## config.mk

```make
export PLATFORM = sky130hd
export DESIGN_NAME = prog_loader
export DESIGN_NICKNAME = d
export VERILOG_FILES = /design/src/rtl/prog_loader.sv
export SDC_FILE = /design/constraint.sdc
export NUM_CORES = 1
export LEC_CHECK = 0
export CORE_UTILIZATION = 30
export DETAILED_ROUTE_END_ITERATION = 8
export PLACE_DENSITY_LB_ADDON = 0.3
export SYNTH_ARGS = -nofsm -noshare
export SYNTH_HDL_FRONTEND = slang
export SYNTH_SLANG_ARGS = --single-unit
```

## constraint.sdc

```tcl
create_clock -name clk -period 10.5 [get_ports clk]
set_input_delay 2.1 -clock clk [delete_from_list [all_inputs] [get_ports clk]]
set_output_delay 2.1 -clock clk [all_outputs]
set_load 0.02 [all_outputs]
```

## src/rtl/prog_loader.sv

```systemverilog
// prog_loader: boot-time program loader for the CPU instruction memory.
//
// Receives a framed byte stream (LEN_HI, LEN_LO, 4*N data bytes MSB first,
// XOR checksum byte) over a valid/ready handshake, assembles big-endian
// 32-bit words and writes them to consecutive word addresses. The CPU is
// held in clear until a complete frame with a matching checksum is loaded.
//
// Ports:
//   clk       in   system clock, rising edge
//   clr       in   asynchronous active-high reset
//   start     in   one-cycle load request (honoured in IDLE, RUN, ERR)
//   rx_data   in   [7:0] frame byte
//   rx_valid  in   rx_data valid
//   rx_ready  out  loader can accept a byte
//   mem_addr  out  [ADDR_W-1:0] instruction-memory word address
//   mem_data  out  [31:0] instruction word
//   mem_we    out  one-cycle write strobe per word
//   cpu_clr   out  CPU clear, low only in RUN
//   done      out  program loaded and verified
//   error     out  load failed
module prog_loader #(
   parameter int ADDR_W = 8,
   parameter int WORDS  = 256
) (
   input  logic              clk,
   input  logic              clr,
   input  logic              start,
   input  logic [7:0]        rx_data,
   input  logic              rx_valid,
   output logic              rx_ready,
   output logic [ADDR_W-1:0] mem_addr,
   output logic [31:0]       mem_data,
   output logic              mem_we,
   output logic              cpu_clr,
   output logic              done,
   output logic              error
);

   localparam logic [2:0] S_IDLE   = 3'd0;
   localparam logic [2:0] S_LEN_HI = 3'd1;
   localparam logic [2:0] S_LEN_LO = 3'd2;
   localparam logic [2:0] S_DATA   = 3'd3;
   localparam logic [2:0] S_CSUM   = 3'd4;
   localparam logic [2:0] S_RUN    = 3'd5;
   localparam logic [2:0] S_ERR    = 3'd6;

   localparam logic [16:0] WORDS_L = 17'(WORDS);

   logic [2:0]        r_state;
   logic [15:0]       r_len;
   logic [ADDR_W:0]   r_widx;     // one extra bit so N == 2^ADDR_W ends cleanly
   logic [1:0]        r_bidx;
   logic [7:0]        r_acc;
   logic [23:0]       r_asm;      // first three bytes of the word being built
   logic [ADDR_W-1:0] r_mem_addr;
   logic [31:0]       r_mem_data;
   logic              r_mem_we;

   logic              w_rx_ready;
   logic              w_accept;
   logic [15:0]       w_len;
   logic              w_len_bad;
   logic [31:0]       w_word;
   logic [ADDR_W:0]   w_widx_nxt;
   logic              w_last_word;

   // Handshake and datapath helpers derived from current state and input byte.
   always_comb begin
      w_rx_ready  = (r_state == S_LEN_HI) || (r_state == S_LEN_LO) ||
                    (r_state == S_DATA)   || (r_state == S_CSUM);
      w_accept    = rx_valid && w_rx_ready;
      w_len       = {r_len[15:8], rx_data};
      w_len_bad   = (w_len == 16'd0) || ({1'b0, w_len} > WORDS_L);
      w_word      = {r_asm, rx_data};
      w_widx_nxt  = r_widx + {{ADDR_W{1'b0}}, 1'b1};
      w_last_word = ({{(15 - ADDR_W){1'b0}}, w_widx_nxt} == r_len);
   end

   // Frame-parsing state machine, word assembly and memory write registers.
   always_ff @(posedge clk or posedge clr) begin
      if (clr) begin
         r_state    <= S_IDLE;
         r_len      <= 16'd0;
         r_widx     <= '0;
         r_bidx     <= 2'd0;
         r_acc      <= 8'd0;
         r_asm      <= 24'd0;
         r_mem_addr <= '0;
         r_mem_data <= 32'd0;
         r_mem_we   <= 1'b0;
      end else begin
         r_mem_we <= 1'b0;
         case (r_state)
            S_IDLE, S_RUN, S_ERR: begin
               if (start) begin
                  r_state <= S_LEN_HI;
               end
            end
            S_LEN_HI: begin
               if (w_accept) begin
                  r_len[15:8] <= rx_data;
                  r_state     <= S_LEN_LO;
               end
            end
            S_LEN_LO: begin
               if (w_accept) begin
                  r_len <= w_len;
                  if (w_len_bad) begin
                     r_state <= S_ERR;
                  end else begin
                     r_widx  <= '0;
                     r_bidx  <= 2'd0;
                     r_acc   <= 8'd0;
                     r_state <= S_DATA;
                  end
               end
            end
            S_DATA: begin
               if (w_accept) begin
                  r_asm  <= w_word[23:0];
                  r_acc  <= r_acc ^ rx_data;
                  r_bidx <= r_bidx + 2'd1;
                  if (r_bidx == 2'd3) begin
                     // Separate output registers keep the pending write
                     // intact while the next word is being assembled.
                     r_mem_data <= w_word;
                     r_mem_addr <= r_widx[ADDR_W-1:0];
                     r_mem_we   <= 1'b1;
                     r_widx     <= w_widx_nxt;
                     if (w_last_word) begin
                        r_state <= S_CSUM;
                     end
                  end
               end
            end
            S_CSUM: begin
               if (w_accept) begin
                  r_state <= (rx_data == r_acc) ? S_RUN : S_ERR;
               end
            end
            default: begin
               r_state <= S_IDLE;
            end
         endcase
      end
   end

   assign rx_ready = w_rx_ready;
   assign mem_addr = r_mem_addr;
   assign mem_data = r_mem_data;
   assign mem_we   = r_mem_we;
   assign cpu_clr  = (r_state != S_RUN);
   assign done     = (r_state == S_RUN);
   assign error    = (r_state == S_ERR);

endmodule

```

* After elaboration in Yosys (flattened, before gate mapping) *
Index checks and enable logic that the tools add are counted.

word-level totals
  flip-flop bits (word level) = 103
  word-level logic and storage cells = 77

cells by class
  $add $sub $neg = 2
  order comparisons = 1
  equal/unequal tests = 18
  mux-type cells = 28
  bitwise logic cells = 2
  reduce and logical (&&, ||, !) cells = 16

operators by type and width
  cell                   count
  $mux W9                4
  $mux W8                4
  $pmux W8 S2            2
  $mux W3                8
  $pmux W9 S2            1
  $eq A9 B16 Y1          1
  $gt A16 B9 Y1 const B  1
  $logic_not A16 Y1      1
  $pmux W3 S5            1
  $ne A2 B2 Y1 const B   7
  $add A9 B1 Y9 const B  1
  $eq A3 B3 Y1 const B   3
  $eq A8 B8 Y1           1
  $mux W2                4
  $xor A8 B8 Y8          1
  $reduce_and A7 Y1      1
  $eq A3 B2 Y1 const B   2
  $reduce_and A3 Y1      2
  $reduce_and A5 Y1      1
  $logic_or A1 B1 Y1     4
  $pmux W2 S2            1
  $reduce_and A2 Y1      2
  $reduce_and A4 Y1      1
  $eq A3 B1 Y1 const B   1
  other kinds (10)       12

* Logic depth before layout (Yosys ltp) *
  depth in word-level cells = 7
  depth in mapped cells = 8
  gate-level depth less buffers = 7

* Worst setup path before layout *
Ideal clock, no wire load.

  path type = input -> register
  from = input port rx_data[7]
  to = register r_state[2]
  setup time = 0.095 ns
  arrival = 3.369 ns
  data required time = 10.405 ns
  setup slack = 7.036 ns
  stages = 7
  buffers on the path = 1
  cells stage by stage = nor4_1 > nand2_1 > xor2_1 > a21oi_1 > clkbuf_1 > a32oi_1 > o31ai_1

on the way
  word-level cells in the longest chain between the ends = 5
  elaborated cells between the ends (all ways) = 6

ends and longest elaborated chain
  what                                                RTL line  source
  start: declaration                                  28        input logic [7:0] rx_data,
  $gt A16 B9 Y1 or $logic_not A16 Y1 (tied branches)  73        w_len_bad = (w_len == 16'd0) || ({1'b0, w_len} > WORDS_L);
  $logic_or A1 B1 Y1 *                                73
  $mux W3 *                                           108       if (w_len_bad) begin
  $mux W3 *                                           106       if (w_accept) begin
  $pmux W3 S5 *                                       93        case (r_state)
  end signal: assignment                              138       r_state <= (rx_data == r_acc) ? S_RUN : S_ERR;
  end: declaration                                    49        logic [2:0] r_state;

Mark *: on every way between the ends. The rest lies on a longest branch, timed or not. The select of a mux whose other input is x is not followed.
A chain may end at the register's enable or synchronous reset.

* Final worst setup path *
  from = input port rx_data[3]
  to = register r_widx[1]

on the way
  word-level cells in the longest chain between the ends = 4
  elaborated cells between the ends (all ways) = 5

ends and longest elaborated chain
  what                                                RTL line  source
  $gt A16 B9 Y1 or $logic_not A16 Y1 (tied branches)  73
  $logic_or A1 B1 Y1 *                                73
  $ne A2 B2 Y1 (no line) *                            n/a
  $reduce_and A5 Y1 (no line) *                       n/a
  end signal: assignment                              129       r_widx <= w_widx_nxt;
  end: declaration                                    51        logic [ADDR_W:0] r_widx;

Mark *: on every way between the ends. The rest lies on a longest branch, timed or not.

==> flow_summary_export.csv <==
group,metric,value,unit
placed_design,post-dp-hpwl,7400,um
yosys,syn_nets,512,
clocking,cts_buffer_depth,2,
worst_setup_path,r2r-start,"r_state[0]$_DFFE_PP0P_",
cells_and_area,final_util,37.3,%
clocking,cts.htree.levels,3,
cells_and_area,final_layout_size_suffix_gt1_share,7.66,%
clocking,cts_root_buffer,"clkbuf_16",
yosys,ys_types,46,
global_route,grt_start_max_net_pins,70,
floorplanning,dieArea,0.0159,mm2
sta,slew_headroom,24.6,%
clocking,cts_tree,"done",
sta,rsz0062_at_grt,"no",
sta,period_needed,4.32,ns
worst_hold_path,hold_path_class,"reg2reg",
yosys,ys_ff_latch,103,
global_route,grt_most_used_layer,"met2",
global_route,antenna_found_initial,0,
route,wl,11000,um
run_status,status,"finished, final reports clean",
sta,fmax,231,MHz
power_and_ir_drop,peakVddDrop,0.105,mV
worst_setup_path,crit_fanout,12,
yosys,synth.avg_cell_area,9.29,um2
sta,tightest_slew,1.13,ns
worst_setup_path,path_class,"in2reg",
cells_and_area,fin_nets,557,
cells_and_area,syn2layout_area_growth,22.0,%
power_and_ir_drop,power.density,293,mW/mm2
clocking,cts_buffers,9,
clocking,clock_latency,0.35,ns
clocking,cts_setup_buffers,0,
clocking,ctsHoldBuffers,0,
global_route,grtUsageMet3,3.82,%
yosys,synthCells,498,
global_route,grt_use_total,14.7,%
sta,setup_tns,0,ns
worst_setup_path,end_kind,"register",
yosys,yosys_warnings,0,
route,avgRoutedWirePerCell,14.9,um
yosys,synthArstFlopShare,100,%
worst_hold_path,whs_path_depth,2,
global_route,gr-usage-met2,22.2,%
yosys,ys_seq_area_share,55.7,%
worst_setup_path,r2r.worst_path.cells,7,
cells_and_area,diodes,0,
placed_design,place_congestion,0.800,
route,route.vias.total,3602,
route,drc,0,
route,ant_nets,0,
sta,setup_viol,0,
floorplanning,coreArea,0.0151,mm2
yosys,synth_enable_flop_cells,0,
floorplanning,io_pins,57,
global_route,grt_overflow_total,0,
sta,finalClockSkew,0.00701,ns
floorplanning,initial_utilization,30.6,%
worst_setup_path,arrival,4.58,ns
clocking,numClockSinks,103,
cells_and_area,layout_common_cells,"204 x nand2_1, 103 x dfrtp_1, 56 x clkdlybuf4s50_1",
worst_hold_path,hold_end,"mem_addr[2]$_DFFE_PP0P_",
placed_design,port-buffer-count,56,
worst_setup_path,worst_setup_path_start_kind,"input pin",
route,drt_iter0_drc,235,
route,via_per_inst,4.89,
floorplanning,rows,45,
sta,min_period_over_period,41.2,%
worst_setup_path,reg2reg_to,"r_widx[5]$_DFFE_PP0P_",
global_route,grt_pass1_vias,3441,
clocking,cts_resized,0,
sta,drv_slew,0,
yosys,netlist_area,0.00463,mm2
route,drt_pass1_iterations,5,
cells_and_area,layout_commonest_cell,"nand2_1",
clocking,path_clk_slew,0.07,ns
worst_hold_path,timing.hold.worst.start,"mem_addr[2]$_DFFE_PP0P_",
worst_setup_path,cp.required,10.76,ns
global_route,grt.met1_usage,20.8,%
global_route,grt_first_pass_wirelength,18300,um
flow_run,cap_violations,0,
power_and_ir_drop,power.leakage,2.72,nW
worst_setup_path,reg2reg_slack,7.91,ns
floorplanning,die_w,126,um
floorplanning,die_y,126,um
yosys,synthFlopType,"dfrtp_1",
sta,finalHoldViolations,0,
## registers in the layout, indices dropped and copies added (netlist names)
register	flops
mem_data	32
r_asm	24
r_len	16
r_widx	9
mem_addr	8
r_acc	8
r_state	3
r_bidx	2
mem_we	1
## power breakdown
group | leakage [nW] | switching (mW) | internal, mW | total [mW]
clock network | 0.144 | 0.147 | 0.186 | 0.333
logic | 1.26 | 0.352 | 0.281 | 0.633
registers | 1.32 | 0.131 | 0.556 | 0.687
total | 2.72 | 0.630 | 1.02 | 1.65
## synthesized netlist by cell type (all sizes together), types with 3 or more instances
cell    instances  area [um2]
dfrtp         103        2580
nor4            6        67.6
and3            4        25.0
o21a            4        30.0
a31oi           5        31.3
buf             3        13.8
o31ai           9        67.6
mux2           16         180
a21oi          16        80.1
xor2           13         114
o21ai          19        95.1
xnor2          11        96.3
clkbuf         23        86.3
nor2           16        60.1
nor2b           3        18.8
nand3           6        30.0
nand2         204         766
nor3            3        20.0
inv             8        30.0
## metal layers
metal | share of wire, % | wire length (um)
met5 | 0 | 0
met4 | 0.98 | 108
met3 | 3.9 | 429
met2 | 45 | 4970
met1 | 50 | 5480
## worst max-delay path by stage
stage          slack [ns]                       to  depth (start not counted)       start
2_1_floorplan        5.70  mem_addr[0]$_DFFE_PP0P_                          1         clr
3_3_place_gp         5.94    r_widx[5]$_DFFE_PP0P_                          7  rx_data[7]
3_5_place_dp         5.88    r_widx[8]$_DFFE_PP0P_                          7  rx_data[7]
4_1_cts              6.23    r_widx[1]$_DFFE_PP0P_                          7  rx_data[7]
5_1_grt              5.86    r_widx[1]$_DFFE_PP0P_                          7  rx_data[3]
6_report             6.18    r_widx[1]$_DFFE_PP0P_                          7  rx_data[3]
## kinds of logic after synthesis
group | synth area share, %
muxes | 4.11
DFF | 55.7
xor gates and xnor gates | 5.03
adders and majority gates | 0.541
and+or+nand+nor | 23.2
AOI/OAI and AO/OA | 8.60
buffers and inverters | 2.81
## cell type report
| class | instances | area [um2] |
|---|---|---|
| tap | 188 | 235 |
| clock inverter | 5 | 57.6 |
| clock buffer | 11 | 233 |
| fill | 1492 | 9500 |
| sequential | 103 | 2580 |
| inverter | 8 | 32.5 |
| multi-input combinational | 361 | 1920 |
| timing repair buffer | 60 | 591 |
## critical path: stages
cell and delay (ns):
clkdlybuf4s50_1 0.61, nor4_1 0.31, nand2_1 0.10, xor2_1 0.16, a21oi_1 0.88, nor4_4 0.17, o21ai_0 0.25
## metrics by stage
| stage | power, mW | instance area [um2] | setup slack [ns] | hold slack (ns) | std cells |
|---|---|---|---|---|---|
| floorplan | 1.08 | 4630 | 5.70 | 0.439 | 498 |
| global placement | 1.31 | 5360 | 5.94 | 0.460 | 720 |
| detailed placement | 1.33 | 5360 | 5.88 | 0.462 | 720 |
| CTS | 1.67 | 5650 | 6.23 | 0.479 | 736 |
| global route | 1.77 | 5650 | 5.86 | 0.498 | 736 |
| finish | 1.65 | 5650 | 6.18 | 0.476 | 736 |
Note: power is estimated with default switching activity, not from simulation.
